===== src/rtl/chan_demux_buffer.sv =====
// Receiving end of the channel fabric: steers one (select, data) word per cycle
// into per-channel holding registers, each held valid until its consumer acks.
module chan_demux_buffer #(
  parameter int unsigned CHANNELS = 32,
  parameter int unsigned SEL_W    = 5,
  parameter int unsigned WIDTH    = 20,
  parameter int unsigned CNT_W    = 16
) (
  input  logic                             clk,
  input  logic                             rst,
  input  logic                             in_valid,
  input  logic [SEL_W-1:0]                 in_sel,
  input  logic [WIDTH-1:0]                 in_data,
  output logic                             in_ready,
  output logic [CHANNELS-1:0][WIDTH-1:0]   out_data,
  output logic [CHANNELS-1:0]              out_valid,
  input  logic [CHANNELS-1:0]              out_ack,
  output logic [SEL_W:0]                   occupancy,
  output logic [SEL_W-1:0]                 last_sel,
  output logic [CNT_W-1:0]                 stall_cnt
);

  localparam int unsigned OCC_W = SEL_W + 1;

  logic                acc;
  logic                stall;
  logic [CHANNELS-1:0] sel_hot;
  logic [CHANNELS-1:0] valid_next;
  logic [OCC_W-1:0]    ack_cnt;
  logic [OCC_W-1:0]    occ_next;

  // A full slot frees itself in the same cycle it is acked, so no bubble is needed.
  always_comb begin
    in_ready = ~out_valid[in_sel] | out_ack[in_sel];
    acc      = in_valid & in_ready;
    stall    = in_valid & ~in_ready;
  end

  always_comb begin
    sel_hot         = '0;
    sel_hot[in_sel] = 1'b1;
  end

  // Acks clear their flag; a same-cycle write to that channel wins.
  always_comb begin
    valid_next = (out_valid & ~out_ack) | (acc ? sel_hot : '0);
  end

  // Any accepted write adds one; a write to an acked slot cancels that slot's ack.
  always_comb begin
    ack_cnt = '0;
    for (int i = 0; i < int'(CHANNELS); i++) begin
      ack_cnt = ack_cnt + OCC_W'(out_ack[i] & out_valid[i]);
    end
    occ_next = occupancy + OCC_W'(acc) - ack_cnt;
  end

  always_ff @(posedge clk or posedge rst) begin
    if (rst) begin
      out_data  <= '0;
      out_valid <= '0;
      occupancy <= '0;
      last_sel  <= '0;
      stall_cnt <= '0;
    end else begin
      out_valid <= valid_next;
      occupancy <= occ_next;
      if (acc) begin
        out_data[in_sel] <= in_data;
        last_sel         <= in_sel;
      end
      if (stall && (stall_cnt != '1)) begin
        stall_cnt <= stall_cnt + CNT_W'(1);
      end
    end
  end

endmodule


===== config.mk =====
export PLATFORM = sky130hd
export DESIGN_NAME = chan_demux_buffer
export DESIGN_NICKNAME = d
export VERILOG_FILES = /design/src/rtl/chan_demux_buffer.sv
export SDC_FILE = /design/constraint.sdc
export NUM_CORES = 1
export LEC_CHECK = 0
export ABC_AREA = 1
export ABC_CLOCK_PERIOD_IN_PS = 70100
export BUFFER_PORTS_ARGS = -buffer_cell sky130_fd_sc_hd__buf_2
export CORE_ASPECT_RATIO = 1.2
export CORE_MARGIN = 3
export CORE_UTILIZATION = 35
export CTS_CLUSTER_SIZE = 14
export DETAILED_ROUTE_END_ITERATION = 12
export HOLD_SLACK_MARGIN = 0.08
export MAX_ROUTING_LAYER = met4
export PLACE_DENSITY = 0.62
export SYNTH_ARGS = -nofsm -noshare
export SYNTH_HDL_FRONTEND = slang
export SYNTH_SLANG_ARGS = --single-unit

===== constraint.sdc =====
create_clock -name clk -period 70.1 [get_ports clk]
set_clock_uncertainty 0.2 [all_clocks]
set_input_delay 14.02 -clock clk [delete_from_list [all_inputs] [get_ports clk]]
set_output_delay 14.02 -clock clk [all_outputs]
set_load 0.01 [all_outputs]

# ---- Word level (Yosys, flattened, before mapping)
# Index checks and enable logic that the tools add are counted.
dict set report word_totals {
  ff_bits 699
  latchBits 0
  mem_bits_rw 0
  mem_bits_ro 0
  output_inout_bits 700
  n_memories 0
}
dict set report classes {
  addsub 34
  n_mul 0
  div 0
  order_cmp 2
  n_eq_ne 1
  shifts 0
  muxes 10
  n_bitwise 40
  reduce_logical 2
}
# op count
set op_table {}
lappend op_table {{$bwmux 640} 1}
lappend op_table {{$add 6x1->6} 27}
lappend op_table {{$demux 20 s5} 1}
lappend op_table {{$and 1x1->1} 34}
lappend op_table {{$and 32x32->32} 1}
lappend op_table {{$mux 32} 1}
lappend op_table {{$not 32->32} 1}
lappend op_table {{$or 32x32->32} 1}
lappend op_table {{$mux 20} 1}
lappend op_table {{$add 16x1->16 const B} 1}
lappend op_table {{$ne 16x16->1 const B} 1}
lappend op_table {{$bmux 1 s5} 2}
lappend op_table {{$add 5x1->6} 1}
lappend op_table {{$lt 5x6->1 const B} 1}
lappend op_table {{$sub 6x6->6} 1}
lappend op_table {{$add 4x1->5} 1}
lappend op_table {{$demux 1 s5} 1}
lappend op_table {{$ge 5x1->1 const B} 1}
lappend op_table {{$add 3x1->4} 1}
lappend op_table {{$add 2x1->3} 1}
lappend op_table {{$mux 1} 3}
lappend op_table {{$add 1x1->2} 1}
lappend op_table {{$logic_and 1x1->1} 2}
lappend op_table {{$not 1->1} 2}
lappend op_table {{$or 1x1->1} 1}

# ---- Longest topological paths before layout
dict set report depth {
  word_depth 33
  ltp_mapped 22
  ltp_nobuf 21
}

# ---- Worst setup path after synthesis
# Ideal clock, no wire load.
dict set report synth_path {
  path_kind {input-to-output}
  start {input port in_sel[0]}
  end {output port in_ready}
  t_arrival_ns 15.222
  required_ns 55.880
  slack_ns 40.658
  cell_stages 12
  n_path_buf 4
  path_cell_list {buf_4 buf_4 nand2_1 nand2_1 nand2_1 nand2_1 nand2_1 nand4_1 nor2_2 nand2_2 buf_4 buf_2}
}
dict set report synth_between {
  elab_chain_len 4
  elab_cells_between_ends 6
}
# item line_no
set synth_rtl {}
lappend synth_rtl {{from (decl)} 12} ;# input logic [SEL_W-1:0] in_sel,
lappend synth_rtl {{$bmux 1 s5} 34} ;# in_ready = ~out_valid[in_sel] | out_ack[in_sel];
lappend synth_rtl {{$mux 1 (not written as such)} 34}
lappend synth_rtl {{$not 1->1} 34}
lappend synth_rtl {{$or 1x1->1 *} 34}
lappend synth_rtl {{to (decl)} 14} ;# output logic in_ready,
# Mark *: on every way between the ends. The rest lies on a longest branch, timed or not. The select of a mux whose other input is x is not followed.

# ---- Worst setup path after layout
# Ends and elaborated chain as after synthesis.

==> results.rst <==
.. list-table::
   :header-rows: 1

   * - Metric
     - Value
   * - Power after layout
     - 1.243 mW
   * - Count of cell types in the netlist
     - 23
   * - Number of setup buffers added after CTS
     - 0
   * - Drt total wl
     - 133.6 mm
   * - RR Startpoint
     - out_valid[4]
   * - Number of filler cells placed in the layout
     - 8,786
   * - #FFs+latches synth
     - 699
   * - Number of nets in the layout
     - 4,276
   * - Post-CTS sizing
     - 0
   * - Final Hold Violating Endpoints
     - 0
   * - TritonCTS clock tree
     - built
   * - Switching power share of the total
     - 34.02%
   * - Overall fraction of global-route tracks in use
     - 28.53%
   * - Worst vdd rail ir drop
     - 0.01946 mV
   * - Setup repair after global routing missed its margin
     - no
   * - Post-route insts no fill
     - 5,362
   * - Multi-input gate area in the final layout
     - 11,750 um2
   * - Launch instance of the worst min-delay path
     - out_data[246]
   * - Floorplan core area
     - 88,290 um2
   * - Number of violations reported at the end of detailed-routing iteration 0
     - 3,105
   * - Pin count of the biggest net entering global routing
     - 234
   * - Total gr overflow
     - 0
   * - Antenna violations before repair
     - 8
   * - Cell Pwr Density
     - 32.60 nW/um2
   * - Area of the mapped netlist
     - 31,320 um2
   * - Share of Yosys cell area claimed by the top area cell type
     - 55.85%
   * - Total of buffers placed on input and output ports
     - 759
   * - Post-DP HPWL
     - 83.55 mm
   * - Startpoint of the most critical setup path
     - in_sel[0]
   * - Internal power
     - 0.8201 mW
   * - Final core utilization
     - 43.18%
   * - Final cycle utilization of the critical path
     - 44.08%
   * - Kind of end point of the critical path
     - primary output
   * - Worst-skew pair later-pin latency
     - 0.63 ns
   * - Final weighted congestion in routability-driven placement
     - 0.9343
   * - Maximum buffer depth of the clock tree
     - 3
   * - Worst EP required
     - 55.88 ns
   * - Capturing point of the worst reg2reg path
     - occupancy[5]
   * - Setup TNS
     - 0 ns
   * - Number of cells in the design after placement
     - 5,227
   * - Via count of the first global-routing pass
     - 27,886
   * - Clk sink count
     - 699
   * - Routed vias/inst
     - 5.487
   * - Min-Delay Endpoint
     - out_data[246]
   * - Die footprint
     - 93,120 um2
   * - Cells after synthesis
     - 3,592
   * - Max-cap violation count
     - 0
   * - Avg WL per Cell
     - 24.91 um
   * - Share of async-settable or async-resettable flops after synthesis
     - 100.0%
   * - Chip height
     - 333.7 um
   * - Setup slack of the most critical reg-to-reg path
     - 64.63 ns
   * - Leading post-synthesis cells by instance count
     - sky130_fd_sc_hd__nand2_1 (1,524), sky130_fd_sc_hd__dfrtp_1 (699), sky130_fd_sc_hd__nand4_1 (661), sky130_fd_sc_hd__clkbuf_1 (197), sky130_fd_sc_hd__inv_1 (128)
   * - Seq. cell area
     - 17,490 um2
   * - Area delta synth->final
     - 21.74%
   * - Main area contributors after synthesis
     - sky130_fd_sc_hd__dfrtp_1 (56%), sky130_fd_sc_hd__nand2_1 (18%), sky130_fd_sc_hd__nand4_1 (13%)
   * - # rows
     - 119
   * - Leakage
     - 21.60 nW
   * - Global-route wire length before repair
     - 193.7 mm
   * - Power share of the sequential group
     - 42.6%
   * - Path depth of the worst reg2reg path
     - 17
   * - Critical Path AT
     - 16.68 ns
   * - Post-layout min period
     - 30.90 ns
   * - Max-slew headroom
     - 16.96%
   * - Sequential cell area fraction in the yosys report
     - 55.85%
   * - Total clock buffers created by CTS
     - 75
   * - Minimum hold slack
     - 0.2626 ns
   * - Switch Pwr
     - 0.4228 mW
   * - WS Path Type
     - primary input to primary output
   * - Synthesized area per cell
     - 8.719 um2
   * - I/O pin count
     - 760
   * - Setup violators final
     - 0
   * - Part of the total power dissipated in the clock network
     - 32.8%
   * - Clock slew at reported path FFs
     - 0.06 ns
   * - Number of levels in the clock H-tree
     - 3
   * - Status
     - finished, final reports clean
   * - Library cell with the highest instance count after synthesis
     - sky130_fd_sc_hd__nand2_1
   * - Share of cells above drive strength 1
     - 23.39%
   * - Fmax
     - 32.36 MHz
   * - Number of buffers added to fix hold violations after cts
     - 0
   * - Hold Path Class
     - register to register
   * - Synth Net Count
     - 3,713
   * - Cell at the root of the clock tree
     - sky130_fd_sc_hd__clkbuf_16
   * - Number of instances on the worst hold path
     - 2
   * - Worst-path maximum fanout
     - 83
   * - Number of pins exceeding their max-slew limit in the final report
     - 0
   * - Width of the die
     - 279.1 um
   * - Via Count
     - 29,419
   * - Setup crit start kind
     - primary input
   * - Worst Max-Slew Pin Slew
     - 1.244 ns
   * - DRC violation count after routing
     - 0
   * - Comb pwr share
     - 24.7%
   * - Initial core utilization
     - 35.47%
   * - Number of flops mapped to enable cells by yosys
     - 0
   * - Synth area leader
     - sky130_fd_sc_hd__dfrtp_1
   * - Number of iterations in the first detailed-routing pass
     - 5
   * - Number of warnings reported in the yosys synthesis log
     - 0
   * - Remaining antenna violation count
     - 0
   * - Main synth FF type
     - sky130_fd_sc_hd__dfrtp_1
## final cells by class
cell class                 count  area share (%)
sequential                   699           45.88
multi-input combinational   2410           30.83
timing repair buffer         840           11.68
clock buffer                 104           5.657
tap                         1149           3.771
inverter                     129           1.290
clock inverter                30          0.8893
antenna                        1        0.006563
## worst max path at each step
stage             endpoint  slack, ns  cells past startpoint
2_1_floorplan  last_sel[0]      36.28                      1
3_3_place_gp      in_ready      39.21                     11
3_5_place_dp      in_ready      39.18                     11
4_1_cts           in_ready      39.18                     11
5_1_grt           in_ready      38.96                     11
6_report          in_ready      39.20                     11
## cells by family after synthesis
logic type      Yosys count  share of synthesized area, %
buf+inv                 483                         6.883
simple gates           2288                         32.95
compound gates           43                        0.6871
flops                   699                         55.85
xor+xnor                 18                        0.5034
fa+ha+maj                61                         3.132
## worst max-delay path, stage by stage
cell and delay (ns):
sky130_fd_sc_hd__buf_2 0.60, sky130_fd_sc_hd__inv_2 0.49, sky130_fd_sc_hd__nand2_1 0.16, sky130_fd_sc_hd__nand2_1 0.09
sky130_fd_sc_hd__nand2_1 0.07, sky130_fd_sc_hd__nand2_1 0.07, sky130_fd_sc_hd__nand2_1 0.09, sky130_fd_sc_hd__nand4_1 0.15
sky130_fd_sc_hd__nor2_2 0.23, sky130_fd_sc_hd__nand2_8 0.37, sky130_fd_sc_hd__buf_2 0.32
## power by group through the flow
stage	clock network [mW]	logic (mW)	registers, mW
2_1_floorplan	0	0.121	0.567
3_3_place_gp	0	0.301	0.533
3_5_place_dp	0	0.306	0.534
4_1_cts	0.414	0.307	0.528
5_1_grt	0.429	0.337	0.537
6_report	0.407	0.306	0.529
## registers in the layout (all words and copies together) (netlist names)
register	count
stall_cnt	16
out_data	640
occupancy	6
last_sel	5
out_valid	32
## per-layer routing
layer  vias to the layer above  routed length [um]  GRT usage, %
li1                      13070                   -             -
met1                     14552               53560         36.79
met2                      1485               60630         43.22
met3                       312               11970         5.893
met4                         0                7407         13.31
met5                         -                   0             -
## metrics by stage
step                worst slack [ns]  cell area (um2)
floorplan                      36.28            31320
global placement               39.21            35630
detailed placement             39.18            35630
CTS                            39.18            38130
global route                   38.96            38130
finish                         39.20            38130
## layout by cell type, fill, tap and decap left out, types with 29 or more instances in the layout
cell | Yosys | layout
sky130_fd_sc_hd__buf_2 | 121 | 758
sky130_fd_sc_hd__o21ai_0 | 40 | 40
sky130_fd_sc_hd__inv_1 | 128 | 127
sky130_fd_sc_hd__dfrtp_1 | 699 | 699
sky130_fd_sc_hd__nand2_1 | 1524 | 1524
sky130_fd_sc_hd__clkbuf_16 | 0 | 76
sky130_fd_sc_hd__ha_1 | 32 | 32
sky130_fd_sc_hd__nand4_1 | 661 | 661
sky130_fd_sc_hd__nand3_1 | 42 | 37
sky130_fd_sc_hd__fa_1 | 29 | 29
sky130_fd_sc_hd__nor2_1 | 45 | 30
sky130_fd_sc_hd__buf_4 | 5 | 78
Note: power is estimated with default switching activity, not from simulation.
